[config.mk]
export PLATFORM = sky130hd
export DESIGN_NAME = twiddle_rom_ifft
export DESIGN_NICKNAME = d
export VERILOG_FILES = /design/src/rtl/twiddle_rom_ifft.sv
export SDC_FILE = /design/constraint.sdc
export NUM_CORES = 1
export LEC_CHECK = 0
export ABC_AREA = 1
export BUFFER_PORTS_ARGS = -buffer_cell sky130_fd_sc_hd__buf_4
export CORE_MARGIN = 4
export CORE_UTILIZATION = 60
export CTS_BUF_LIST = sky130_fd_sc_hd__clkbuf_4
export DETAILED_ROUTE_END_ITERATION = 10
export PLACE_DENSITY = 0.92
export SLEW_MARGIN = 20
export SYNTH_ARGS = -nofsm -noshare
export SYNTH_HDL_FRONTEND = slang
export SYNTH_SLANG_ARGS = --single-unit
export TNS_END_PERCENT = 50
[constraint.sdc]
create_clock -name clk -period 2.2 [get_ports clk]
set_clock_uncertainty 0.1 [all_clocks]
set_input_delay 0.55 -clock clk [delete_from_list [all_inputs] [get_ports clk]]
set_output_delay 0.55 -clock clk [all_outputs]
set_load 0.03 [all_outputs]
[src/rtl/twiddle_rom_ifft.sv]
// IFFT twiddle-factor responder.
// Returns W = exp(+j*2*pi*k/NFFT) three cycles after a valid address k.
// Only the quarter-wave cosine table C(0..NFFT/4) is stored. The other
// quadrants are derived by swapping and negating two table reads. An
// address-order checker raises a sticky seq_err, and frame_done marks
// the output for k = NFFT-1.
module twiddle_rom_ifft #(
  parameter int NFFT   = 64,
  parameter int ADDR_W = 6,
  parameter int DATA_W = 16
) (
  input  logic                     clk,
  input  logic                     rst,
  input  logic                     Twiddle_valid,
  input  logic [ADDR_W-1:0]        Twiddle_address,
  output logic signed [DATA_W-1:0] Twiddle_re,
  output logic signed [DATA_W-1:0] Twiddle_im,
  output logic                     Twiddle_valid_out,
  output logic                     frame_done,
  output logic                     seq_err
);

  localparam int Q   = NFFT / 4;
  localparam int R_W = ADDR_W - 2;  // offset within a quadrant
  localparam int T_W = ADDR_W - 1;  // table index, covers 0..Q

  // Elaboration-time quarter-wave cosine, scaled to Q1.(DATA_W-1).
  // The Taylor series converges to full double precision on [0, pi/2].
  // The angle is never past pi/2, so the value is never below zero and a
  // plain +0.5 gives rounding half away from zero.
  function automatic logic signed [DATA_W-1:0] cos_q(input int m);
    real x;
    real term;
    real sum;
    real scaled;
    x    = 2.0 * 3.14159265358979323846 * m / NFFT;
    term = 1.0;
    sum  = 1.0;
    for (int n = 1; n < 20; n++) begin
      term = -term * x * x / ((2 * n - 1) * (2 * n));
      sum  = sum + term;
    end
    scaled = sum * ((2.0 ** (DATA_W - 1)) - 1.0);
    return DATA_W'($rtoi(scaled + 0.5));
  endfunction

  // NOTE: the table holds constants, so it has no reset. Only the pipeline
  // state around it is cleared.
  logic signed [DATA_W-1:0] tab [0:Q];

  for (genvar m = 0; m <= Q; m++) begin : g_tab
    localparam logic signed [DATA_W-1:0] C_M = cos_q(m);
    assign tab[m] = C_M;
  end

  // ---------------------------------------------------------------- S1
  logic              s1_valid;
  logic [ADDR_W-1:0] s1_addr;

  // S1: capture the address, and only on valid cycles so that a don't-care
  // address never reaches any state.
  // NOTE: sequential state uses non-blocking assignments. Every register
  // then samples the values from before the edge, whatever the order of
  // the statements.
  always_ff @(posedge clk or negedge rst) begin
    if (!rst) begin
      s1_valid <= 1'b0;
      s1_addr  <= '0;
    end else begin
      s1_valid <= Twiddle_valid;
      if (Twiddle_valid) s1_addr <= Twiddle_address;
    end
  end

  // --------------------------------------------------- sequence checker
  logic              prev_valid;
  logic [ADDR_W-1:0] prev_addr;
  logic [ADDR_W-1:0] next_addr;

  // Modulo-NFFT successor. The natural ADDR_W-bit wrap makes NFFT-1 -> 0 legal.
  assign next_addr = prev_addr + ADDR_W'(1);

  // Checker: within a run of consecutive valid cycles the address must step
  // by one. An idle cycle ends the run.
  always_ff @(posedge clk or negedge rst) begin
    if (!rst) begin
      prev_valid <= 1'b0;
      prev_addr  <= '0;
      seq_err    <= 1'b0;
    end else begin
      prev_valid <= s1_valid;
      if (s1_valid) prev_addr <= s1_addr;
      if (s1_valid && prev_valid && (s1_addr != next_addr)) seq_err <= 1'b1;
    end
  end

  // ---------------------------------------------------------------- S2
  logic [R_W-1:0]           r;
  logic [T_W-1:0]           idx_a;
  logic [T_W-1:0]           idx_b;
  logic                     s2_valid;
  logic [1:0]               s2_q;
  logic signed [DATA_W-1:0] s2_ca;   // C(r)
  logic signed [DATA_W-1:0] s2_cb;   // C(Q-r)
  logic                     s2_last;

  assign r     = s1_addr[R_W-1:0];
  assign idx_a = {1'b0, r};
  assign idx_b = T_W'(Q) - idx_a;

  // S2: read the two table entries and carry the quadrant forward.
  always_ff @(posedge clk or negedge rst) begin
    if (!rst) begin
      s2_valid <= 1'b0;
      s2_q     <= '0;
      s2_ca    <= '0;
      s2_cb    <= '0;
      s2_last  <= 1'b0;
    end else begin
      s2_valid <= s1_valid;
      s2_q     <= s1_addr[ADDR_W-1 -: 2];
      s2_ca    <= tab[idx_a];
      s2_cb    <= tab[idx_b];
      s2_last  <= (s1_addr == ADDR_W'(NFFT - 1));
    end
  end

  // ---------------------------------------------------------------- S3
  logic signed [DATA_W-1:0] fold_re;
  logic signed [DATA_W-1:0] fold_im;

  // Quadrant folding: swap and negate the two reads for quadrant q.
  // NOTE: the outputs get defaults before the case, so no path leaves them
  // unassigned and no latch is inferred.
  always_comb begin
    fold_re = '0;
    fold_im = '0;
    case (s2_q)
      2'd0: begin fold_re =  s2_ca; fold_im =  s2_cb; end
      2'd1: begin fold_re = -s2_cb; fold_im =  s2_ca; end
      2'd2: begin fold_re = -s2_ca; fold_im = -s2_cb; end
      default: begin fold_re = s2_cb; fold_im = -s2_ca; end
    endcase
  end

  // S3: register the result. Outputs are zero on any slot that is not valid.
  always_ff @(posedge clk or negedge rst) begin
    if (!rst) begin
      Twiddle_valid_out <= 1'b0;
      Twiddle_re        <= '0;
      Twiddle_im        <= '0;
      frame_done        <= 1'b0;
    end else begin
      Twiddle_valid_out <= s2_valid;
      Twiddle_re        <= s2_valid ? fold_re : '0;
      Twiddle_im        <= s2_valid ? fold_im : '0;
      frame_done        <= s2_valid && s2_last;
    end
  end

endmodule

* After elaboration in Yosys (flattened, before gate mapping)
Memories as Yosys holds them, arrays and structs flattened. A register that Yosys moved wholly into a read port is not among the register bits.
Cells that the tools add are included.
** Storage, ports and cells
- Bits in registers :: 52
- Memory bits (read-only) :: 1024
- Bits of input ports :: 9
- Logic and storage cells :: 33
- Memories kept :: 2
- Output and inout port bits :: 35
** Memories
- (name not given) :: words 32, bits a word 16, read ports 1, clocked after memory_dff 1, write ports 0, RTL line 123 : s2_cb <= tab[idx_b];
- (name not given) :: words 32, bits a word 16, read ports 1, clocked after memory_dff 1, write ports 0, RTL line 122 : s2_ca <= tab[idx_a];
** Cells by class
- Add/sub/neg operators :: 4
- Muxes and demuxes :: 4
- Equality and inequality tests :: 4
- Reduce and logical (&&, ||, !) cells :: 6
- Bitwise gates (word level) :: 2
** Operators by type and width (count)
- $pmux 16 s3 :: 2
- $mux 16 :: 2
- $neg 16->16 :: 2
- $add 6x1->6 const B :: 1
- $eq 6x6->1 const B :: 1
- $ne 6x6->1 :: 1
- $not 4->6 :: 1
- $not 5->6 :: 1
- $sub 5x4->5 const A :: 1
- $logic_and 1x1->1 :: 3
- $eq 2x1->1 const B :: 1
- $eq 2x2->1 const B :: 1
- $logic_not 1->1 :: 2
- $logic_not 2->1 :: 1

* Depth between registers and ports, before layout
- Depth after elaboration :: 3
- Gate-level depth with buffers :: 12

* Worst setup path after synthesis
No wires, ideal clock.
- Path kind :: flip-flop to flip-flop
- Start point :: register s1_addr[0]
- End point :: register s2_cb[11]
- Arrival time :: 1.733 ns
- Setup slack :: 0.238 ns
- Stages on the path, launching flop included :: 11
- Library setup time :: 0.129 ns
- Cell sequence :: dfrtp_1 buf_2 inv_1 ha_1 inv_2 nand2_2 nand2_4 inv_2 buf_6 o31ai_4 a21oi_1
** On the way
- Cells in the longest elaborated chain, start to end :: 2
** Ends and longest elaborated chain
- start, declared :: RTL line 58 : logic [ADDR_W-1:0] s1_addr;
- start signal, assigned :: RTL line 71 : if (Twiddle_valid) s1_addr <= Twiddle_address;
- $sub 5x4->5 :: RTL line 109 : assign idx_b = T_W'(Q) - idx_a;
- $not 5->6 (not written as such) :: RTL line 123
- end, declared :: RTL line 104 : logic signed [DATA_W-1:0] s2_cb;
Every way passes these cells.
A chain may end at the register's enable or synchronous reset.

* Final worst setup path
- Start point :: register s1_addr[1]
- End point :: register s2_cb[2]
The elaborated chain is that of the path after synthesis.

==> results.md <==
Logic synthesis:
- The synthesized netlist occupies a cell area of around 5000 um2.
- The synthesized netlist devotes 16.9% of its cell area to compound gates.
- The Yosys step of the flow raised 0 warnings.
- For this run, the register share of the synthesized area comes to about 41%.
- Of the total synthesized cell area, the portion taken by AND, OR, NAND and NOR gates is between 20% and 30%.
- After synthesis the netlist holds a flip-flop and latch count of 82.
- The main combinational cell family by area after synthesis is simple AND/OR/NAND/NOR gates.
- The share of synthesized area spent on multiplexers is 0%.
- Each instance of the synthesized netlist takes up on average approximately 7.5 um2.
- After Yosys synthesis, XOR and XNOR cells account for under 10% of the synthesized area.
- Synthesis produced a netlist with a net count of approximately 680.
- Synthesis produced between 600 and 700 cells.
- The adder and majority cell fraction of the synthesized area is under 10%.
- Synthesis instantiated 38 different standard cells from the library.

Floorplanning:
- The overall die height is roughly 99 um.
- The die is just under 100 um wide.
- The core region is between 7000 and 8000 um2.
- The area of the die is 9800 um2.
- The number of ports placed on the die boundary is 44.
- The starting utilization of the core area is a little over three fifths.
- The total number of placement rows is 32.

Drt:
- Signal routing reaches up to met4.
- After detailed routing, the average wire length per cell comes to between 15 and 20 um.
- Once detail routing completed, the nets flagged for antenna violations numbered 0.
- After detailed routing, the number of remaining DRC violations is 0.
- The routed metal-1 wire length is between 5000 and 6000 um.
- The first TritonRoute pass finished after 6 iterations.
- The met2 wire length is approximately 6400 um.
- Wires add up to around 13000 um.
- The first routing iteration left between 300 and 400 violations.
- Across all layers, the routed design uses about 4800 vias.
- The total met3 wirelength after detailed routing is 1300 um.
- The number of vias per cell after detailed routing is 5.85.

Worst setup path:
- For this design, the slowest cell found on the critical path is sky130_fd_sc_hd__dfrtp_1.
- By instance count, the cell type seen most on the critical path is sky130_fd_sc_hd__inv_2.
- Of all nets on the critical path, the largest fanout is 11.
- The required time of the critical path is between 2 and 2.5 ns.
- The arrival time at the worst endpoint is between 2 and 2.5 ns.
- The delay of the slowest cell on the worst path is 0.52 ns.
- Walking the worst path, the cells encountered are inv_2 -> ha_1 -> inv_2 -> nand2_2 -> nand2_4 -> inv_2 -> nor2_1 -> o21ai_0 -> inv_1 -> nor3_2.
- The kind of launch point of the worst setup path is a flip-flop.
- The endpoint kind of the worst setup timing path is a flip-flop.
- The startpoint-to-endpoint class of the critical path is reg -> reg.

GRT:
- The aggregate global-route resource usage is between 20 and 30%.
- The largest net degree at the start of global routing is 43.
- The first global-routing pass estimated roughly 22000 um of wire.
- Global routing finished with a remaining overflow of 0.
- The number of antenna violations at the first check in global routing came to 0.
- The via count of the first global-routing pass is around 4500.

STA:
- The fmax is about 500 MHz.
- The sum of negative setup slack is 0 ns.
- The pin slew with the least headroom to its limit is between 0.5 and 0.6 ns.
- The final period demand of the worst path is a little under 2 ns.
- Of the available clock period, the critical path in the final layout requires between 80% and 90%.
- The max-slew violation total from the final report is 0.
- The count of final hold-check violations is 0.
- The final number of setup-violating endpoints is 0.
- Setup repair after global routing left no endpoint under its margin.
- The worst pin sits at a relative slew slack of between 60% and 70%.

CTS:
- Clock tree synthesis inserted a total of 9 buffers.
- The clock slew at the register clock pins of the worst setup and hold paths is 0.13 ns.
- The clock sink count is between 80 and 90.
- The number of setup buffers added after CTS is 0.
- The clock latency reported for the late side of the worst-skew pair is between 0.4 and 0.5 ns.
- TritonCTS built the clock tree.
- The H-tree depth is 3.
- Clock tree synthesis selected as its root buffer the cell sky130_fd_sc_hd__clkbuf_4.
- The deepest clock path buffer count is 2.

Placed design:
- Once detailed placement completed, the half-perimeter wirelength came to about 10000 um.
- During placement, the flow inserted port buffers numbering 43.
- Routability-driven placement finished with a final weighted congestion of roughly 0.95.

Layout:
- At the end of the flow the core is filled with cells to a little over 70%.
- The fraction of layout cells with a size suffix above 1 is roughly 17%.
- The layout overhead on the synthesized area is 12.1%.
- The most common cell after layout, fill and taps aside is sky130_fd_sc_hd__nand2_1.
- The repair_antennas step left the layout with diodes totalling 0.
- In the final design database the tool counted around 730 nets.
- In the layout the commonest cells are sky130_fd_sc_hd__nand2_1, sky130_fd_sc_hd__dfrtp_1, sky130_fd_sc_hd__o21ai_0.

Run status:
- The run finished with clean final reports.

Power and ir drop:
- The largest voltage drop on the vdd net is ~0.00047 V.
- For this design the static power due to leakage is about 2.8 nW.
- The post-route total power is around 4.5 mW.
- In this run the power density over the cells is about 810 nW/um2.

Job:
- The tool flagged a number of max-cap violations equal to 0.

Worst hold path:
- The class of the most critical hold timing path is in -> reg.
==> synthesized netlist by cell type, drive strengths merged <==
cell type	count	area [um2]
nand2	161	666
o21ai	86	430
dfrtp	82	2050
nor2	76	360
inv	72	270
nand3	53	288
a21oi	47	250
buf	20	130
xor2	12	105
ha	11	138
nor3	9	50.1
clkbuf	6	22.5
a211oi	4	50.1
o211ai	4	30.0
a31oi	3	18.8
nand4	3	18.8
o22ai	2	12.5
xnor2	2	17.5
a21boi	1	7.51
a31o	1	8.76
nand3b	1	7.51
nor4	1	6.26
o221ai	1	8.76
o31ai	1	21.3
==> worst paths after layout <==
check / startpoint / end / slack (ns) / cells past startpoint
min in group asynchronous: rst / Twiddle_im[2]$_DFF_PN0_ / 0.50 / 2
min reg2reg: s1_addr[5]$_DFFE_PN0P_ / s2_q[1]$_DFF_PN0_ / 0.35 / 0
min: Twiddle_valid / s1_valid$_DFF_PN0_ / 0.20 / 1
max in group asynchronous: rst / s1_addr[1]$_DFFE_PN0P_ / 0.89 / 3
max: s1_addr[1]$_DFFE_PN0P_ / s2_cb[2]$_DFF_PN0_ / 0.22 / 10
max reg2reg: s1_addr[1]$_DFFE_PN0P_ / s2_cb[2]$_DFF_PN0_ / 0.22 / 10
==> layout make-up <==
| class | instances | area (um2) |
|---|---|---|
| flip-flops and latches | 82 | 2050 |
| inverters | 72 | 270 |
| multi-input cells | 479 | 2490 |
| clock buffers | 9 | 67.6 |
| clock inverters | 7 | 76.3 |
| well taps | 102 | 128 |
| repair buffers | 62 | 480 |
| fillers | 624 | 2320 |
==> cell families (layout without fill, tap and decap cells) <==
kind of cell               after synthesis  in the layout
AOI/OAI and AO/OA                      150            150
xor gates and xnor gates                14             14
adders and majority gates               11             11
buffers and inverters                   98            150
DFF                                     82             82
and+or+nand+nor                        304            304
==> worst max-delay path, delay by kind of cell (launching register included) <==
kind	cells	cell delay, ns
AO/OA/AOI/OAI	1	0.17
adder cells (fa/ha/maj)	1	0.25
buffers and inverters	4	0.47
flip-flops	1	0.52
AND/OR/NAND/NOR	4	0.38
==> metal layers <==
layer	up-vias	track usage (%)
met4	0	12.9
met5	-	0
met3	58	4.25
li1	2245	-
met1	2140	36.4
met2	310	47.3
==> per-stage QoR <==
step / hold slack (ns) / setup WS [ns] / std cells / cell area, um2
after global placement: 0.318 / 0.374 / 796 / 5420
after CTS: 0.187 / 0.225 / 813 / 5570
after floorplan: 0.154 / 0.238 / 659 / 4970
after detailed placement: 0.323 / 0.250 / 796 / 5420
after global routing: 0.172 / 0.0430 / 813 / 5570
final: 0.201 / 0.224 / 813 / 5570
==> state kept, by name, summed over array words and instances (netlist names) <==
name,cells
Twiddle_re,16
s1_addr,6
s2_cb,15
seq_err,1
s2_ca,15
prev_addr,6
s2_last,1
s2_q,2
s1_valid,1
Twiddle_valid_out,1
frame_done,1
Twiddle_im,16
s2_valid,1
==> where the power goes <==
part	total, mW	internal, mW	leakage, nW	switching, mW
Sequential	1.97	1.73	0.994	0.246
Clock	0.921	0.355	0.0746	0.566
Combinational	1.59	0.538	1.68	1.05
Total	4.49	2.62	2.75	1.87
==> repair_timing <==
item | in CTS | in global routing
endpoints found under the hold margin | 33 | 0
hold buffers | 1 | 0
resized for setup | 0 | 0
Power figures use the tool's default switching activity.
